==> config.mk <==
export PLATFORM = sky130hd
export DESIGN_NAME = hex_display_ctrl_flat
export DESIGN_NICKNAME = d
export VERILOG_FILES = /design/src/rtl/hex_display_pkg.sv /design/src/rtl/hex_display_ctrl_if.sv /design/src/rtl/hex7seg_dec.sv /design/src/rtl/hex_display_ctrl.sv /design/src/flat_wrapper.sv
export SDC_FILE = /design/constraint.sdc
export NUM_CORES = 1
export LEC_CHECK = 0
export CAP_MARGIN = 30
export CORE_ASPECT_RATIO = 1.75
export CORE_MARGIN = 2
export CORE_UTILIZATION = 49
export DETAILED_ROUTE_END_ITERATION = 7
export HOLD_SLACK_MARGIN = 0.08
export PLACE_DENSITY_LB_ADDON = 0.2
export SLEW_MARGIN = 10
export SYNTH_ARGS = -nofsm -noshare
export SYNTH_HDL_FRONTEND = slang
export SYNTH_HIERARCHICAL = 1
export SYNTH_SLANG_ARGS = --single-unit
==> constraint.sdc <==
create_clock -name Clock -period 3.8 [get_ports Clock]
set_input_delay 0.76 -clock Clock [delete_from_list [all_inputs] [get_ports Clock]]
set_output_delay 0.76 -clock Clock [all_outputs]
set_load 0.1 [all_outputs]
==> src/rtl/hex_display_pkg.sv <==
// Shared types and glyph table for the hex display controller.
// Segments are ordered gfedcba and active-low.
package hex_display_pkg;

    typedef logic [6:0] seg_t;

    localparam seg_t SEG_BLANK = 7'b1111111;

    localparam seg_t GLYPH [16] = '{
        7'b1000000, 7'b1111001, 7'b0100100, 7'b0110000,
        7'b0011001, 7'b0010010, 7'b0000010, 7'b1111000,
        7'b0000000, 7'b0010000, 7'b0001000, 7'b0000011,
        7'b1000110, 7'b0100001, 7'b0000110, 7'b0001110
    };

endpackage

==> src/rtl/hex_display_ctrl_if.sv <==
// Load/Ready capture port of the hex display controller.
// The master offers Data with Load; the slave accepts when Ready=1.
interface hex_display_ctrl_if #(
    parameter int DIGITS = 8
);

    logic                  Load;
    logic [4*DIGITS-1:0]   Data;
    logic                  Ready;

    modport master (
        output Load,
        output Data,
        input  Ready
    );

    modport slave (
        input  Load,
        input  Data,
        output Ready
    );

endinterface

==> src/rtl/hex7seg_dec.sv <==
// One hex nibble to an active-low 7-segment glyph.
// A set blank input forces every segment off.
module hex7seg_dec
    import hex_display_pkg::*;
(
    input  logic [3:0] i_nib,
    input  logic       i_blank,
    output seg_t       o_seg
);

    always_comb begin
        o_seg = GLYPH[i_nib];
        if (i_blank) o_seg = SEG_BLANK;
    end

endmodule

==> src/rtl/hex_display_ctrl.sv <==
// Multi-digit hex display controller: tear-free capture, static or
// scanned drive, leading-zero blanking and per-digit blinking.
module hex_display_ctrl
    import hex_display_pkg::*;
#(
    parameter int DIGITS       = 8,
    parameter int SCAN_DIV     = 50000,
    parameter int BLINK_FRAMES = 32
) (
    input  logic                  Clock,
    input  logic                  Resetn,
    hex_display_ctrl_if.slave     bus,
    input  logic                  Mode,
    input  logic                  Blank_lz,
    input  logic [DIGITS-1:0]     Blink_mask,
    output logic [7*DIGITS-1:0]   Seg_flat,
    output seg_t                  Scan_seg,
    output logic [DIGITS-1:0]     Scan_an
);

    localparam int PS_W = $clog2(SCAN_DIV);
    localparam int IX_W = (DIGITS > 1) ? $clog2(DIGITS) : 1;
    localparam int FR_W = (BLINK_FRAMES > 1) ? $clog2(BLINK_FRAMES) : 1;

    localparam logic [PS_W-1:0] PS_LAST = PS_W'(SCAN_DIV - 1);
    localparam logic [IX_W-1:0] IX_LAST = IX_W'(DIGITS - 1);
    localparam logic [FR_W-1:0] FR_LAST = FR_W'(BLINK_FRAMES - 1);

    logic [4*DIGITS-1:0] r_shadow;
    logic [4*DIGITS-1:0] r_disp;
    logic                r_valid;
    logic                r_pending;
    logic                r_phase;
    logic [PS_W-1:0]     r_presc;
    logic [IX_W-1:0]     r_idx;
    logic [FR_W-1:0]     r_frame;

    logic                w_tick;
    logic                w_frame_end;
    logic                w_apply;
    logic                w_accept;
    logic [DIGITS-1:0]   w_blank;
    logic [3:0]          w_scan_nib;
    logic                w_scan_blank;

    assign w_tick      = (r_presc == PS_LAST);
    assign w_frame_end = w_tick && (r_idx == IX_LAST);
    // Ready is simply "nothing waiting", so capture and apply never collide
    assign bus.Ready   = ~r_pending;
    assign w_accept    = bus.Load && ~r_pending;
    assign w_apply     = r_pending && (~Mode || w_frame_end);

    always_ff @(posedge Clock or negedge Resetn) begin
        if (!Resetn) begin
            r_shadow  <= '0;
            r_disp    <= '0;
            r_valid   <= 1'b0;
            r_pending <= 1'b0;
            r_phase   <= 1'b0;
            r_presc   <= '0;
            r_idx     <= '0;
            r_frame   <= '0;
        end else begin
            r_presc <= w_tick ? '0 : r_presc + 1'b1;
            if (w_tick) begin
                r_idx <= (r_idx == IX_LAST) ? '0 : r_idx + 1'b1;
            end
            if (w_frame_end) begin
                if (r_frame == FR_LAST) begin
                    r_frame <= '0;
                    r_phase <= ~r_phase;
                end else begin
                    r_frame <= r_frame + 1'b1;
                end
            end
            if (w_apply) begin
                r_disp    <= r_shadow;
                r_valid   <= 1'b1;
                r_pending <= 1'b0;
            end else if (w_accept) begin
                r_shadow  <= bus.Data;
                r_pending <= 1'b1;
            end
        end
    end

    // Walk from the top digit down, tracking whether everything above is zero
    always_comb begin
        logic hz;
        hz      = 1'b1;
        w_blank = '0;
        for (int i = DIGITS - 1; i >= 0; i--) begin
            hz = hz && (r_disp[4*i +: 4] == 4'h0);
            w_blank[i] = !r_valid
                      || (Blink_mask[i] && r_phase)
                      || (Blank_lz && (i != 0) && hz);
        end
    end

    for (genvar g = 0; g < DIGITS; g++) begin : g_dig
        hex7seg_dec u_dec (
            .i_nib   (r_disp[4*g +: 4]),
            .i_blank (w_blank[g]),
            .o_seg   (Seg_flat[7*g +: 7])
        );
    end

    always_comb begin
        w_scan_nib   = '0;
        w_scan_blank = 1'b1;
        Scan_an      = '1;
        for (int i = 0; i < DIGITS; i++) begin
            if (r_idx == IX_W'(i)) begin
                w_scan_nib   = r_disp[4*i +: 4];
                w_scan_blank = w_blank[i] || !Mode;
                if (Mode && r_valid) Scan_an[i] = 1'b0;
            end
        end
    end

    hex7seg_dec u_scan_dec (
        .i_nib   (w_scan_nib),
        .i_blank (w_scan_blank),
        .o_seg   (Scan_seg)
    );

endmodule

==> src/flat_wrapper.sv <==
// flat-port wrapper written by rule: the top's interface ports become plain ports
module hex_display_ctrl_flat import hex_display_pkg::*;
#(
    parameter int DIGITS       = 8,
    parameter int SCAN_DIV     = 50000,
    parameter int BLINK_FRAMES = 32
)
  (Clock, Resetn, Mode, Blank_lz, Blink_mask, Seg_flat, Scan_seg, Scan_an, bus_Load, bus_Data, bus_Ready);
  hex_display_ctrl_if #(.DIGITS(DIGITS)) bus_i ();
  input  logic Clock;
  input  logic Resetn;
  input  logic Mode;
  input  logic Blank_lz;
  input  logic [DIGITS-1:0] Blink_mask;
  output logic [7*DIGITS-1:0] Seg_flat;
  output seg_t Scan_seg;
  output logic [DIGITS-1:0] Scan_an;
  input wire logic [$bits(bus_i.Load)-1:0] bus_Load;
  input wire logic [$bits(bus_i.Data)-1:0] bus_Data;
  output wire logic [$bits(bus_i.Ready)-1:0] bus_Ready;
  assign bus_i.Load = bus_Load;
  assign bus_i.Data = bus_Data;
  assign bus_Ready = bus_i.Ready;
  hex_display_ctrl #(.DIGITS(DIGITS), .SCAN_DIV(SCAN_DIV), .BLINK_FRAMES(BLINK_FRAMES)) u_core (.Clock(Clock), .Resetn(Resetn), .bus(bus_i), .Mode(Mode), .Blank_lz(Blank_lz), .Blink_mask(Blink_mask), .Seg_flat(Seg_flat), .Scan_seg(Scan_seg), .Scan_an(Scan_an));
endmodule
==> results.cfg <==
[min_path]
hp-class = primary input to asynchronous set/reset pin

[synthesis]
synth_area_leader_cell = dfrtp_1
syn_nets = 813
synth_area_leaders = dfrtp_1, ha_1, mux2_2
netlist_area_um2 = 6970
synthArstFlopShare_pct = 100
netlist_instances = 696
synth_most_common_cell = dfrtp_1
synth_common_cells = dfrtp_1, ha_1, mux2_2, nand2_1, nor2_1
synth.distinct_cells = 56
synth_edf_count = 0
synth.yosys.seq_area_share_pct = 32.7
ys_warn_count = 6
ys_ff_latch = 91
syn_area_per_cell_um2 = 10.0
synth-main-ff-cell = dfrtp_1
yosys.area.top_type_share_pct = 32.7

[sta]
setup_violations = 3
relSlewSlack_pct = 35.7
tightest_slew_ns = 0.962
finalClockSkew_ns = 0.00561
drv_slew = 0
rsz0062_at_grt = true
setup_ws_ns = -0.0946
finalHoldViolCount = 0
fin_crit_sh_pct = 102
finalCriticalPeriod_ns = 3.89
fmax_ghz = 0.257
whs_ns = 0.287

[clock_network]
htree_levels = 3
cts_buffer_depth = 2
clk_pin_slew_ns = 0.06
clk_latency_ns = 0.34
cts-hold-fix-buffers = 0
root_buffer = clkbuf_16
cts_tree = done
numCtsBuffers = 9
cts_sinks = 91

[grt]
grt_pass1_wl_um = 29500
grt_pass1_vias = 6143
grt_max_degree = 80
antenna_found_initial = 0
global_route.overflow_total = 0
track_usage_pct = 24.1

[finish]
fill_cells = 1041
nets = 958
fin_cells = 1023
regArea_um2 = 2280
diodes = 0
area_delta_synth_final_pct = 37.0
layout-drive-gt1-share_pct = 31.8
multi_input_area_um2 = 4550
fin_util_pct = 68.7

[critical_path]
critical-path-slowest-cell = dfrtp_2
crit_type = flip-flop to output pin
cp_max_fo = 5
max_stage_delay_ns = 0.47
startpoint_type = flip-flop
worstSetupStartpoint = u_core/r_idx[0]$_DFFE_PN0N_
cp.required_ns = 3.04
crit_chain = inv_4 -> ha_4 -> nand2_2 -> o21ai_2 -> a221oi_2 -> o31ai_1 -> o211ai_1 -> a21oi_2 -> inv_2 -> buf_6 -> ha_4 -> mux2_4 -> a221o_1 -> buf_12
ff2ff_path_depth = 8
critPathMostFrequentCell = ha_4
arrival_ns = 3.13
crit-reg2reg-launch = u_core/r_presc[0]$_DFF_PN0_
crit_path_end_kind = output pin
reg2reg_slack_ns = 1.08

[die]
dieArea_um2 = 15200
pin_count = 117
fp.dieW_um = 94.2
die_h_um = 162
fp-row-count = 57
start_util_pct = 50.1
coreArea_um2 = 13900

[place]
placed_cells = 997
dp_slack_ns = 0.0111
port_buffers = 116
post-dp-hpwl_um = 13700
gp_congestion = 0.920

[job]
cap_violations = 0

[detailed_routing]
routed-via-count = 5965
avgViaCountPerCell = 5.83
ant_nets = 0
dr.first_iter.drc_count = 326
wl_um = 18400
post_drt_wl_per_cell_um = 17.9
drt_pass1_iterations = 5
drcViolationCount = 0

[status]
status = complete, but fails checks
failed_checks = setup timing
logic make-up (layout without fill, tap and decap cells):
logic type	after synthesis	count (layout)	share of synthesized area, %
buffers and inverters	71	221	5.80
and+or+nand+nor	218	218	16.4
xor gates and xnor gates	14	14	1.76
AOI/OAI and AO/OA	122	122	13.5
DFF	91	91	32.7
adders and majority gates	72	72	12.9
muxes	108	108	17.0
metrics by stage:
stage,TNS (ns),cell area [um2]
finish,-0.270,9550
CTS,-0.395,9390
floorplan,-0.552,7030
global placement,0,8900
detailed placement,0,8900
global route,-0.804,9550
cell usage in the layout, fill, tap and decap left out, types with 6 or more instances in the layout:
cell	instances
mux2i_1	25
buf_12	50
o221ai_1	7
mux2_2	62
a211o_1	9
buf_4	69
nand2b_1	18
ha_1	63
dfrtp_1	90
a221o_1	14
mux2_1	17
a31oi_1	6
xnor2_1	7
o21ai_0	14
nand2_2	8
nor3_1	11
nand2_1	53
inv_1	32
ha_4	6
xor2_1	7
and3_1	11
nor2_1	39
clkbuf_16	9
a21oi_1	12
a32oi_1	15
or2_2	8
a311o_1	8
clkdlybuf4s50_1	44
nand3_1	12
nor2b_1	20
routing by layer:
metal / part of all wire [%] / vias to the layer above / track usage (%)
met4: 3.3 / 0 / 9.16
met5: 0 / - / 0
met2: 56 / 153 / 45.2
li1: - / 2806 / -
met3: 3.9 / 44 / 4.08
met1: 37 / 2962 / 26.3
critical path, delay by kind of cell, from the launching register on:
kind                       cells  cell delay [ns]
AOI/OAI and AO/OA              6             1.22
buffers and inverters          4             0.48
DFF                            1             0.47
adders and majority gates      2             0.32
muxes                          1             0.25
and+or+nand+nor                1             0.06
area by class of cell:
class                   count  share of cell area (%)
multi-input cells         534                    47.6
flip-flops and latches     91                    23.9
repair buffers            168                    21.3
clock buffers              10                    2.50
well taps                 177                    2.32
inverters                  37                    1.48
clock inverters             6                   0.930
sequential cells by signal (all words and copies together), names as in the netlist:
register	count
u_core/r_shadow	32
u_core/r_frame	5
u_core/r_disp	32
u_core/r_phase	1
u_core/r_valid	1
u_core/r_pending	1
u_core/r_idx	3
u_core/r_presc	16
final timing paths:
check,endpoint
setup reg to reg,u_core/r_disp[8]$_DFFE_PN0P_
max in group asynchronous,u_core/r_presc[13]$_DFF_PN0_
min in group Clock,u_core/r_presc[0]$_DFF_PN0_
hold reg to reg,u_core/r_presc[0]$_DFF_PN0_
hold / removal,u_core/r_shadow[8]$_DFFE_PN0P_
setup / recovery,Scan_seg[6]
what timing repair did:
item	4_1_cts	5_1_grt
buffers inserted	4	4
gates resized for setup	37	20
cloned	0	1
pin swaps	15	17
setup endpoints to repair	7	7
Power is left out: the tool's default activity adds up to more than one toggle a clock period on the data nets, which glitch-free logic cannot reach.
